--- config.mk ---
export PLATFORM = sky130hd
export DESIGN_NAME = data_m_master_flat
export DESIGN_NICKNAME = d
export VERILOG_FILES = /design/src/rtl/data_m_pkg.sv /design/src/rtl/data_m_master_if.sv /design/src/rtl/AckTimeout.sv /design/src/rtl/data_m_master.sv /design/src/flat_wrapper.sv
export SDC_FILE = /design/constraint.sdc
export NUM_CORES = 1
export LEC_CHECK = 0
export ABC_AREA = 1
export ABC_CLOCK_PERIOD_IN_PS = 1700
export CAP_MARGIN = 30
export CORE_ASPECT_RATIO = 1.75
export CORE_MARGIN = 10
export CORE_UTILIZATION = 35
export DETAILED_ROUTE_END_ITERATION = 16
export GPL_TIMING_DRIVEN = 0
export PLACE_DENSITY = 0.68
export SLEW_MARGIN = 0
export SYNTH_ARGS = -nofsm -noshare
export SYNTH_HDL_FRONTEND = slang
export SYNTH_SLANG_ARGS = --single-unit
--- constraint.sdc ---
create_clock -name clk -period 1.7 [get_ports clk]
set_input_delay 0.425 -clock clk [delete_from_list [all_inputs] [get_ports clk]]
set_output_delay 0.425 -clock clk [all_outputs]
set_load 0.01 [all_outputs]
--- src/rtl/data_m_pkg.sv ---
// rtl/data_m_pkg.sv - shared types and constants for the data_m bus initiator
package data_m_pkg;

  typedef enum logic [1:0] {
    IDLE   = 2'd0,
    ACCESS = 2'd1,
    RESP   = 2'd2
  } data_m_master_state_t;

  typedef struct packed {
    logic [18:0] addr;
    logic [15:0] data;
    logic [1:0]  bytesel;
    logic        wr;
  } data_m_cmd_t;

  localparam logic [15:0] DATA_M_TIMEOUT_DATA = 16'hFFFF;

endpackage

--- src/rtl/data_m_master_if.sv ---
// rtl/data_m_master_if.sv - command/response streams and data_m bus signals
interface data_m_master_if;

  logic        cmd_valid;
  logic        cmd_ready;
  logic [18:0] cmd_addr;
  logic [15:0] cmd_data;
  logic [1:0]  cmd_bytesel;
  logic        cmd_wr;

  logic        rsp_valid;
  logic        rsp_ready;
  logic [15:0] rsp_data;
  logic        rsp_error;

  logic [18:0] data_m_addr;
  logic [15:0] data_m_data_out;
  logic [1:0]  data_m_bytesel;
  logic        data_m_wr_en;
  logic        data_m_access;
  logic        data_m_ack;
  logic [15:0] data_m_data_in;

  modport master (
    input  cmd_valid, cmd_addr, cmd_data, cmd_bytesel, cmd_wr,
    input  rsp_ready, data_m_ack, data_m_data_in,
    output cmd_ready, rsp_valid, rsp_data, rsp_error,
    output data_m_addr, data_m_data_out, data_m_bytesel, data_m_wr_en, data_m_access
  );

  modport slave (
    output cmd_valid, cmd_addr, cmd_data, cmd_bytesel, cmd_wr,
    output rsp_ready, data_m_ack, data_m_data_in,
    input  cmd_ready, rsp_valid, rsp_data, rsp_error,
    input  data_m_addr, data_m_data_out, data_m_bytesel, data_m_wr_en, data_m_access
  );

endinterface

--- src/rtl/AckTimeout.sv ---
// rtl/AckTimeout.sv - ack wait counter; expired flags the last allowed ACCESS cycle
module AckTimeout #(
  parameter int TIMEOUT_CYCLES = 255
) (
  input  logic clk,
  input  logic reset,
  input  logic start,
  input  logic run,
  output logic expired
);

  localparam logic [15:0] LAST_CNT = 16'(TIMEOUT_CYCLES - 1);

  logic [15:0] cnt_q;
  logic [15:0] cnt_d;

  always_comb begin
    cnt_d = cnt_q;
    if (start) begin
      cnt_d = '0;
    end else if (run) begin
      cnt_d = cnt_q + 16'd1;
    end
  end

  always_ff @(posedge clk) begin
    if (!reset) begin
      cnt_q <= '0;
    end else begin
      cnt_q <= cnt_d;
    end
  end

  // cnt_q counts prior ack-less cycles, so the TIMEOUT_CYCLES-th one is the last
  assign expired = run && (cnt_q == LAST_CNT);

endmodule

--- src/rtl/data_m_master.sv ---
// rtl/data_m_master.sv - single-outstanding data_m bus initiator
// Optional ack timeout: define DATA_M_MASTER_TIMEOUT_EN.
module data_m_master
  import data_m_pkg::*;
#(
  parameter int TIMEOUT_CYCLES = 255
) (
  input  logic              clk,
  input  logic              reset,
  data_m_master_if.master   bus
);

  data_m_master_state_t state_q, state_d;
  data_m_cmd_t          cmd_q, cmd_d;
  logic                 cmd_ready_q, cmd_ready_d;
  logic                 access_q, access_d;
  logic                 rsp_valid_q, rsp_valid_d;
  logic [15:0]          rsp_data_q, rsp_data_d;
  logic                 rsp_error_q, rsp_error_d;
  logic                 handshake;
  logic                 expired;

  assign handshake = bus.cmd_valid && cmd_ready_q;

`ifdef DATA_M_MASTER_TIMEOUT_EN
  logic start;
  logic run;

  assign start = (state_q == IDLE) && handshake && (bus.cmd_bytesel != 2'b00);
  assign run   = (state_q == ACCESS) && !bus.data_m_ack;

  AckTimeout #(
    .TIMEOUT_CYCLES (TIMEOUT_CYCLES)
  ) u_ack_timeout (
    .clk     (clk),
    .reset   (reset),
    .start   (start),
    .run     (run),
    .expired (expired)
  );
`else
  assign expired = 1'b0;
`endif

  always_comb begin
    state_d     = state_q;
    cmd_d       = cmd_q;
    cmd_ready_d = cmd_ready_q;
    access_d    = access_q;
    rsp_valid_d = rsp_valid_q;
    rsp_data_d  = rsp_data_q;
    rsp_error_d = rsp_error_q;
    case (state_q)
      IDLE: begin
        cmd_ready_d = 1'b1;
        if (handshake) begin
          cmd_d.addr    = bus.cmd_addr;
          cmd_d.data    = bus.cmd_data;
          cmd_d.bytesel = bus.cmd_bytesel;
          cmd_d.wr      = bus.cmd_wr;
          cmd_ready_d   = 1'b0;
          if (bus.cmd_bytesel != 2'b00) begin
            state_d  = ACCESS;
            access_d = 1'b1;
          end else begin
            state_d     = RESP;
            rsp_valid_d = 1'b1;
            rsp_data_d  = '0;
            rsp_error_d = 1'b1;
          end
        end
      end
      ACCESS: begin
        // ack takes priority so a same-cycle timeout still completes normally
        if (bus.data_m_ack) begin
          state_d     = RESP;
          access_d    = 1'b0;
          rsp_valid_d = 1'b1;
          rsp_data_d  = cmd_q.wr ? 16'h0000 : bus.data_m_data_in;
          rsp_error_d = 1'b0;
        end else if (expired) begin
          state_d     = RESP;
          access_d    = 1'b0;
          rsp_valid_d = 1'b1;
          rsp_data_d  = DATA_M_TIMEOUT_DATA;
          rsp_error_d = 1'b1;
        end
      end
      RESP: begin
        if (bus.rsp_ready) begin
          state_d     = IDLE;
          rsp_valid_d = 1'b0;
          cmd_ready_d = 1'b1;
        end
      end
      default: begin
        state_d = IDLE;
      end
    endcase
  end

  always_ff @(posedge clk) begin
    if (!reset) begin
      state_q     <= IDLE;
      cmd_q       <= '0;
      cmd_ready_q <= 1'b0;
      access_q    <= 1'b0;
      rsp_valid_q <= 1'b0;
      rsp_data_q  <= '0;
      rsp_error_q <= 1'b0;
    end else begin
      state_q     <= state_d;
      cmd_q       <= cmd_d;
      cmd_ready_q <= cmd_ready_d;
      access_q    <= access_d;
      rsp_valid_q <= rsp_valid_d;
      rsp_data_q  <= rsp_data_d;
      rsp_error_q <= rsp_error_d;
    end
  end

  assign bus.cmd_ready       = cmd_ready_q;
  assign bus.rsp_valid       = rsp_valid_q;
  assign bus.rsp_data        = rsp_data_q;
  assign bus.rsp_error       = rsp_error_q;
  assign bus.data_m_access   = access_q && !bus.data_m_ack;
  assign bus.data_m_wr_en    = bus.data_m_access && cmd_q.wr;
  assign bus.data_m_addr     = cmd_q.addr;
  assign bus.data_m_data_out = cmd_q.data;
  assign bus.data_m_bytesel  = cmd_q.bytesel;

endmodule

--- src/flat_wrapper.sv ---
// flat-port wrapper written by rule: the top's interface ports become plain ports
module data_m_master_flat import data_m_pkg::*;
#(
  parameter int TIMEOUT_CYCLES = 255
)
  (clk, reset, bus_cmd_valid, bus_cmd_addr, bus_cmd_data, bus_cmd_bytesel, bus_cmd_wr, bus_rsp_ready, bus_data_m_ack, bus_data_m_data_in, bus_cmd_ready, bus_rsp_valid, bus_rsp_data, bus_rsp_error, bus_data_m_addr, bus_data_m_data_out, bus_data_m_bytesel, bus_data_m_wr_en, bus_data_m_access);
  data_m_master_if bus_i ();
  input  logic clk;
  input  logic reset;
  input wire logic [$bits(bus_i.cmd_valid)-1:0] bus_cmd_valid;
  input wire logic [$bits(bus_i.cmd_addr)-1:0] bus_cmd_addr;
  input wire logic [$bits(bus_i.cmd_data)-1:0] bus_cmd_data;
  input wire logic [$bits(bus_i.cmd_bytesel)-1:0] bus_cmd_bytesel;
  input wire logic [$bits(bus_i.cmd_wr)-1:0] bus_cmd_wr;
  input wire logic [$bits(bus_i.rsp_ready)-1:0] bus_rsp_ready;
  input wire logic [$bits(bus_i.data_m_ack)-1:0] bus_data_m_ack;
  input wire logic [$bits(bus_i.data_m_data_in)-1:0] bus_data_m_data_in;
  output wire logic [$bits(bus_i.cmd_ready)-1:0] bus_cmd_ready;
  output wire logic [$bits(bus_i.rsp_valid)-1:0] bus_rsp_valid;
  output wire logic [$bits(bus_i.rsp_data)-1:0] bus_rsp_data;
  output wire logic [$bits(bus_i.rsp_error)-1:0] bus_rsp_error;
  output wire logic [$bits(bus_i.data_m_addr)-1:0] bus_data_m_addr;
  output wire logic [$bits(bus_i.data_m_data_out)-1:0] bus_data_m_data_out;
  output wire logic [$bits(bus_i.data_m_bytesel)-1:0] bus_data_m_bytesel;
  output wire logic [$bits(bus_i.data_m_wr_en)-1:0] bus_data_m_wr_en;
  output wire logic [$bits(bus_i.data_m_access)-1:0] bus_data_m_access;
  assign bus_i.cmd_valid = bus_cmd_valid;
  assign bus_i.cmd_addr = bus_cmd_addr;
  assign bus_i.cmd_data = bus_cmd_data;
  assign bus_i.cmd_bytesel = bus_cmd_bytesel;
  assign bus_i.cmd_wr = bus_cmd_wr;
  assign bus_i.rsp_ready = bus_rsp_ready;
  assign bus_i.data_m_ack = bus_data_m_ack;
  assign bus_i.data_m_data_in = bus_data_m_data_in;
  assign bus_cmd_ready = bus_i.cmd_ready;
  assign bus_rsp_valid = bus_i.rsp_valid;
  assign bus_rsp_data = bus_i.rsp_data;
  assign bus_rsp_error = bus_i.rsp_error;
  assign bus_data_m_addr = bus_i.data_m_addr;
  assign bus_data_m_data_out = bus_i.data_m_data_out;
  assign bus_data_m_bytesel = bus_i.data_m_bytesel;
  assign bus_data_m_wr_en = bus_i.data_m_wr_en;
  assign bus_data_m_access = bus_i.data_m_access;
  data_m_master #(.TIMEOUT_CYCLES(TIMEOUT_CYCLES)) u_core (.clk(clk), .reset(reset), .bus(bus_i));
endmodule
; Word-level counts from Yosys, hierarchy flattened
; Index checks and enable logic that the tools add are counted.
[classes]
n_addsub = 0
n_mul = 0
n_div = 0
n_lt_le_gt_ge = 0
eq_ne = 7
shifts = 0
n_mux = 23
bitwise = 0
reduce_logical = 15
[op_table]
columns = operator, n
row1 = 16-bit 2-to-1 mux, 4
row2 = 16-bit one-hot mux with 2 select lines, 1
row3 = 1-bit 2-to-1 mux, 9
row4 = 2-bit 2-to-1 mux, 4
row5 = 4-bit AND reduction, 2
row6 = "2-bit inequality test, second input constant", 3
row7 = 1-bit one-hot mux with 2 select lines, 3
row8 = 2-bit one-hot mux with 3 select lines, 1
row9 = 2-bit nonzero test, 3
row10 = 5-bit AND reduction, 1
row11 = "2-bit by 1-bit inequality test with 1-bit output, second input constant", 2
row12 = 2-bit AND reduction, 2
row13 = 1-bit logical AND, 3
row14 = 1-bit one-hot mux with 3 select lines, 1
row15 = 3-bit AND reduction, 1
row16 = 3-bit nonzero test, 1
row17 = "2-bit by 1-bit equality test with 1-bit output, second input constant", 1
row18 = "2-bit equality test, second input constant", 1
row19 = 2-bit logical NOT, 1
row20 = 1-bit logical NOT, 1
[totals]
ff_bits = 60
latch_bits = 0
ram_bits = 0
mem_bits_ro = 0
inputBits = 59
out_inout_bits = 58
word_cells = 55
mem_count = 0

; Logic depth before layout (Yosys ltp)
[logic_depth]
word_depth = 4
ltp_mapped = 9
ltp_nobuf = 7

; Worst setup path after synthesis
; No wires, ideal clock.
[synth_path]
path_kind = register to output
start = reg u_core.cmd_q[0] (netlist name)
end = out bus_data_m_wr_en
arrival_time_ns = 0.878
required_ns = 1.275
slack_ns = 0.397
stages_incl_launch_ff = 3
n_path_buf = 0
cell_sequence = dfxtp_1 > clkinv_1 > nor3_1
[synth_via]
elab_chain_cells = 1
[synth_rtl]
columns = element, line
row1 = start: declaration, data_m_master.sv:14  ; data_m_cmd_t cmd_q, cmd_d;
row2 = start signal: assignment, data_m_master.sv:113  ; cmd_q <= cmd_d;
row3 = 1-bit logical AND, data_m_master.sv:127  ; assign bus.data_m_wr_en = bus.data_m_access && cmd_q.wr;
row4 = end: declaration, flat_wrapper.sv:25  ; output wire logic [$bits(bus_i.data_m_wr_en)-1:0] bus_data_m_wr_en;
; No other way between the ends.

; Worst setup path in the final report
[layout_path]
start = reg u_core.cmd_ready_q, in the netlist u_core.bus.cmd_ready
end = out bus_cmd_ready
[layout_lines]
columns = element, line
row1 = start: declaration, data_m_master.sv:15  ; logic cmd_ready_q, cmd_ready_d;
row2 = start signal: assignment, data_m_master.sv:114  ; cmd_ready_q <= cmd_ready_d;
row3 = end: declaration, flat_wrapper.sv:18  ; output wire logic [$bits(bus_i.cmd_ready)-1:0] bus_cmd_ready;
; No word-level cell between the ends.

==> summary.txt <==
Run status
  • Status: finished clean

Synth
  • Post-synth top cells: 90 x nor2_1, 60 x dfxtp_1, 45 x nand2_1
  • Count leader, synth: nor2_1
  • Top cell type by total area after synthesis: dfxtp_1
  • Share of the synthesized area in the top cell type: 45.09%
  • Synthesized cell area: 2664 sq um
  • Cells after Synth: 351
  • Netlist cell types: 23
  • Top post-synthesis cells by area: dfxtp_1 45%, nor2_1 13%, buf_4 11%
  • Syn_area_per_cell: 7.589 sq um
  • Async S/R FF share, synth: 0%
  • Yosys reg bits: 60
  • Syn. warnings: 0
  • Syn_nets: 410
  • Dominant synthesized flop cell: dfxtp_1
  • Post-synthesis sequential area ratio: 45.09%
  • EDFF count, synth: 0

Clocking
  • Clk root buf: clkbuf_16
  • H-tree lvl count: 3
  • Post-CTS Hold Buffers: 0
  • CTS tree: yes
  • Clk sinks: 60
  • CTS clk-pin slew, worst paths: 0.05 ns
  • Deepest clock path buffer count: 2
  • Worst skew pair latency: 0.32 ns
  • Cts bufs inserted: 9

Pwr
  • Leakage: 0.001893 uW
  • Switching part of the total power: 23.22%
  • Sequential power share: 35.7%
  • Internal: 3382 uW
  • Maximum vdd drop: 0.0005555 V
  • NetSw: 1023 uW
  • Power per Cell Area: 1042 nW/um^2
  • Combinational Power Share: 18.4%
  • Clock network power share: 45.9%

Global routing
  • Met2 Use GR: 23.78%
  • Total gr overflow: 0
  • Vias in the first global route: 2599
  • Tot GR Track Use: 13.56%
  • Largest net degree at the start of global routing: 11
  • Gr busiest metal: met2
  • Initial antenna violation count: 0
  • Met1 global-route usage: 13.29%
  • First-pass GRT wire length: 12.63 mm
  • Met3 usage: 5.181%

Worst setup path
  • Critical Path RT: 1.27 ns
  • Critical path fanouts, max: 3
  • Top delay family on crit path: buffers and inverters
  • CP max stage cell: clkdlybuf4s50_1
  • WP buf/inv: 1
  • Worst path cell trace: clkdlybuf4s50_1
  • Crit path DAT: 1.23 ns
  • Crit-path max cell delay: 0.56 ns
  • Crit Path Class: reg2out
  • Critical Path Source Type: register
  • CP Capture Type: output port

Floorplanning
  • Area of the core: 7515 sq um
  • Initial core utilization: 35.45%
  • Die area: 11640 sq um
  • Ports: 117
  • Row Count: 42
  • Die Y: 135.4 um
  • DIE WIDTH: 85.95 um

Timing
  • Slew headroom: 70.16%
  • Final setup TNS: 0 ns
  • Setup Skew: 0.005303 ns
  • Fin. max-slew vios: 0
  • Fin crit period: 1.659 ns
  • RSZ-0062 raised after global routing: false
  • Fin. Hold Viols: 0
  • Setup violators final: 0
  • Setup slack after layout: 0.04096 ns
  • Slew @ Worst Pin: 0.4477 ns
  • Tcrit/Tclk final: 97.59%
  • Peak Freq: 0.6028 GHz

Drt
  • Total Wirelength: 7.752 mm
  • DRC Markers: 0
  • Per-cell routed wire length: 13.58 um
  • DRT Pass-1 Iters: 4
  • Starting DRT DRC Count: 74
  • Post-route ant nets: 0
  • Via count: 2568
  • Routed vias/inst: 4.497

Place
  • Port-buffer cells: 115
  • Setup Slack @ Placement: -0.4317 ns
  • Inst Count DP: 554
  • Post-DP HPWL: 6.102 mm
  • RePlAce Congestion: 0.7494
  • Post-DP Area: 3925 sq um

Cells and area
  • Layout cells sized above 1: 17.39%
  • Final Net Count: 537
  • Area grow syn2layout: 58.62%
  • Fill count: 719
  • Cell Count, Final, Fillers Out: 571
  • Final instance area: 4225 sq um
  • Antenna cells: 0

Worst hold path
  • HP Class: reg2reg

Flow run
  • Max Cap Viol: 0
through the flow:
step           power, uW  utilization [%]  hold WS [ns]
6_report            4405            56.23        0.4571
5_1_grt             4621            56.23        0.4732
4_1_cts             4485            56.14        0.4532
3_5_place_dp        2478            52.23        0.4455
3_3_place_gp        2461            52.23        0.4387
2_1_floorplan       2056                -        0.4453
sequential cells by signal, summed over array words and instances, names as in the netlist:
| name | flops |
|---|---|
| u_core.bus.rsp_error | 1 |
| u_core.bus.data_m_data_out | 16 |
| u_core.bus.rsp_data | 16 |
| u_core.bus.rsp_valid | 1 |
| u_core.bus.data_m_addr | 19 |
| u_core.bus.cmd_ready | 1 |
| u_core.cmd_q | 1 |
| u_core.state_q | 2 |
| u_core.access_q | 1 |
| u_core.bus.data_m_bytesel | 2 |
per-layer routing:
metal / vias up / share of wire, %
met1: 1137 / 38
met2: 80 / 52
met4: 0 / 2.3
li1: 1336 / -
met5: - / 0
met3: 15 / 7.3
logic make-up (layout without fill, tap and decap cells):
logic type,after synthesis,in the layout,synth area share (%)
buf+inv,65,197,16.06
compound gates,63,63,11.93
simple gates,163,163,26.91
flops,60,60,45.09
final timing paths:
check,start,endpoint,slack (ns),cells after the start
max,u_core.bus.cmd_ready,bus_cmd_ready,0.04,1
max reg2reg,u_core.state_q[0],u_core.bus.rsp_data[13],0.38,5
min,u_core.bus.rsp_valid,u_core.bus.rsp_valid,0.46,2
min reg2reg,u_core.bus.rsp_valid,u_core.bus.rsp_valid,0.46,2
layout by cell type (no fill, tap or decap):
cell type | Yosys | layout
inv_1 | 8 | 8
a211oi_1 | 1 | 1
buf_2 | 8 | 8
dfxtp_2 | 0 | 1
nand2_8 | 1 | 1
bufinv_16 | 0 | 3
nand2_4 | 1 | 1
nand2_1 | 45 | 45
a21oi_1 | 23 | 23
clkdlybuf4s50_1 | 0 | 75
clkbuf_16 | 0 | 9
clkdlybuf4s15_2 | 0 | 1
clkinv_2 | 0 | 3
nand2_2 | 3 | 3
buf_4 | 38 | 39
dlygate4sd2_1 | 0 | 39
nor2_1 | 90 | 90
nor2_4 | 2 | 2
inv_2 | 1 | 1
clkbuf_1 | 6 | 8
buf_6 | 2 | 2
or2_2 | 1 | 1
buf_12 | 1 | 1
nand3_1 | 12 | 12
dfxtp_1 | 60 | 59
nor3_2 | 0 | 1
nor2_2 | 1 | 1
o21ai_0 | 39 | 39
nand3_2 | 6 | 6
timing repair:
item                                    in CTS  in global routing
endpoints found under the setup margin      39                  1
resized for setup                           43                  2
pin swaps                                    0                  0
setup buffers                                1                  0
power by group through the flow:
stage | sequential [uW] | clock (uW) | combinational [uW]
4_1_cts | 1570 | 2090 | 829
5_1_grt | 1580 | 2130 | 903
2_1_floorplan | 1600 | 0 | 456
3_3_place_gp | 1590 | 0 | 867
6_report | 1570 | 2020 | 812
3_5_place_dp | 1600 | 0 | 878
final cells by class:
class | instances | area (sq um) | share of cell area, %
inverter | 10 | 38.79 | 0.9180
sequential | 60 | 1202 | 28.46
timing repair buffer | 116 | 1111 | 26.30
clock inverter | 5 | 100.1 | 2.369
tap | 88 | 110.1 | 2.606
multi-input combinational | 226 | 1040 | 24.61
clock buffer | 11 | 232.7 | 5.508
buffer | 55 | 390.4 | 9.239
Power figures use the tool's default switching activity.
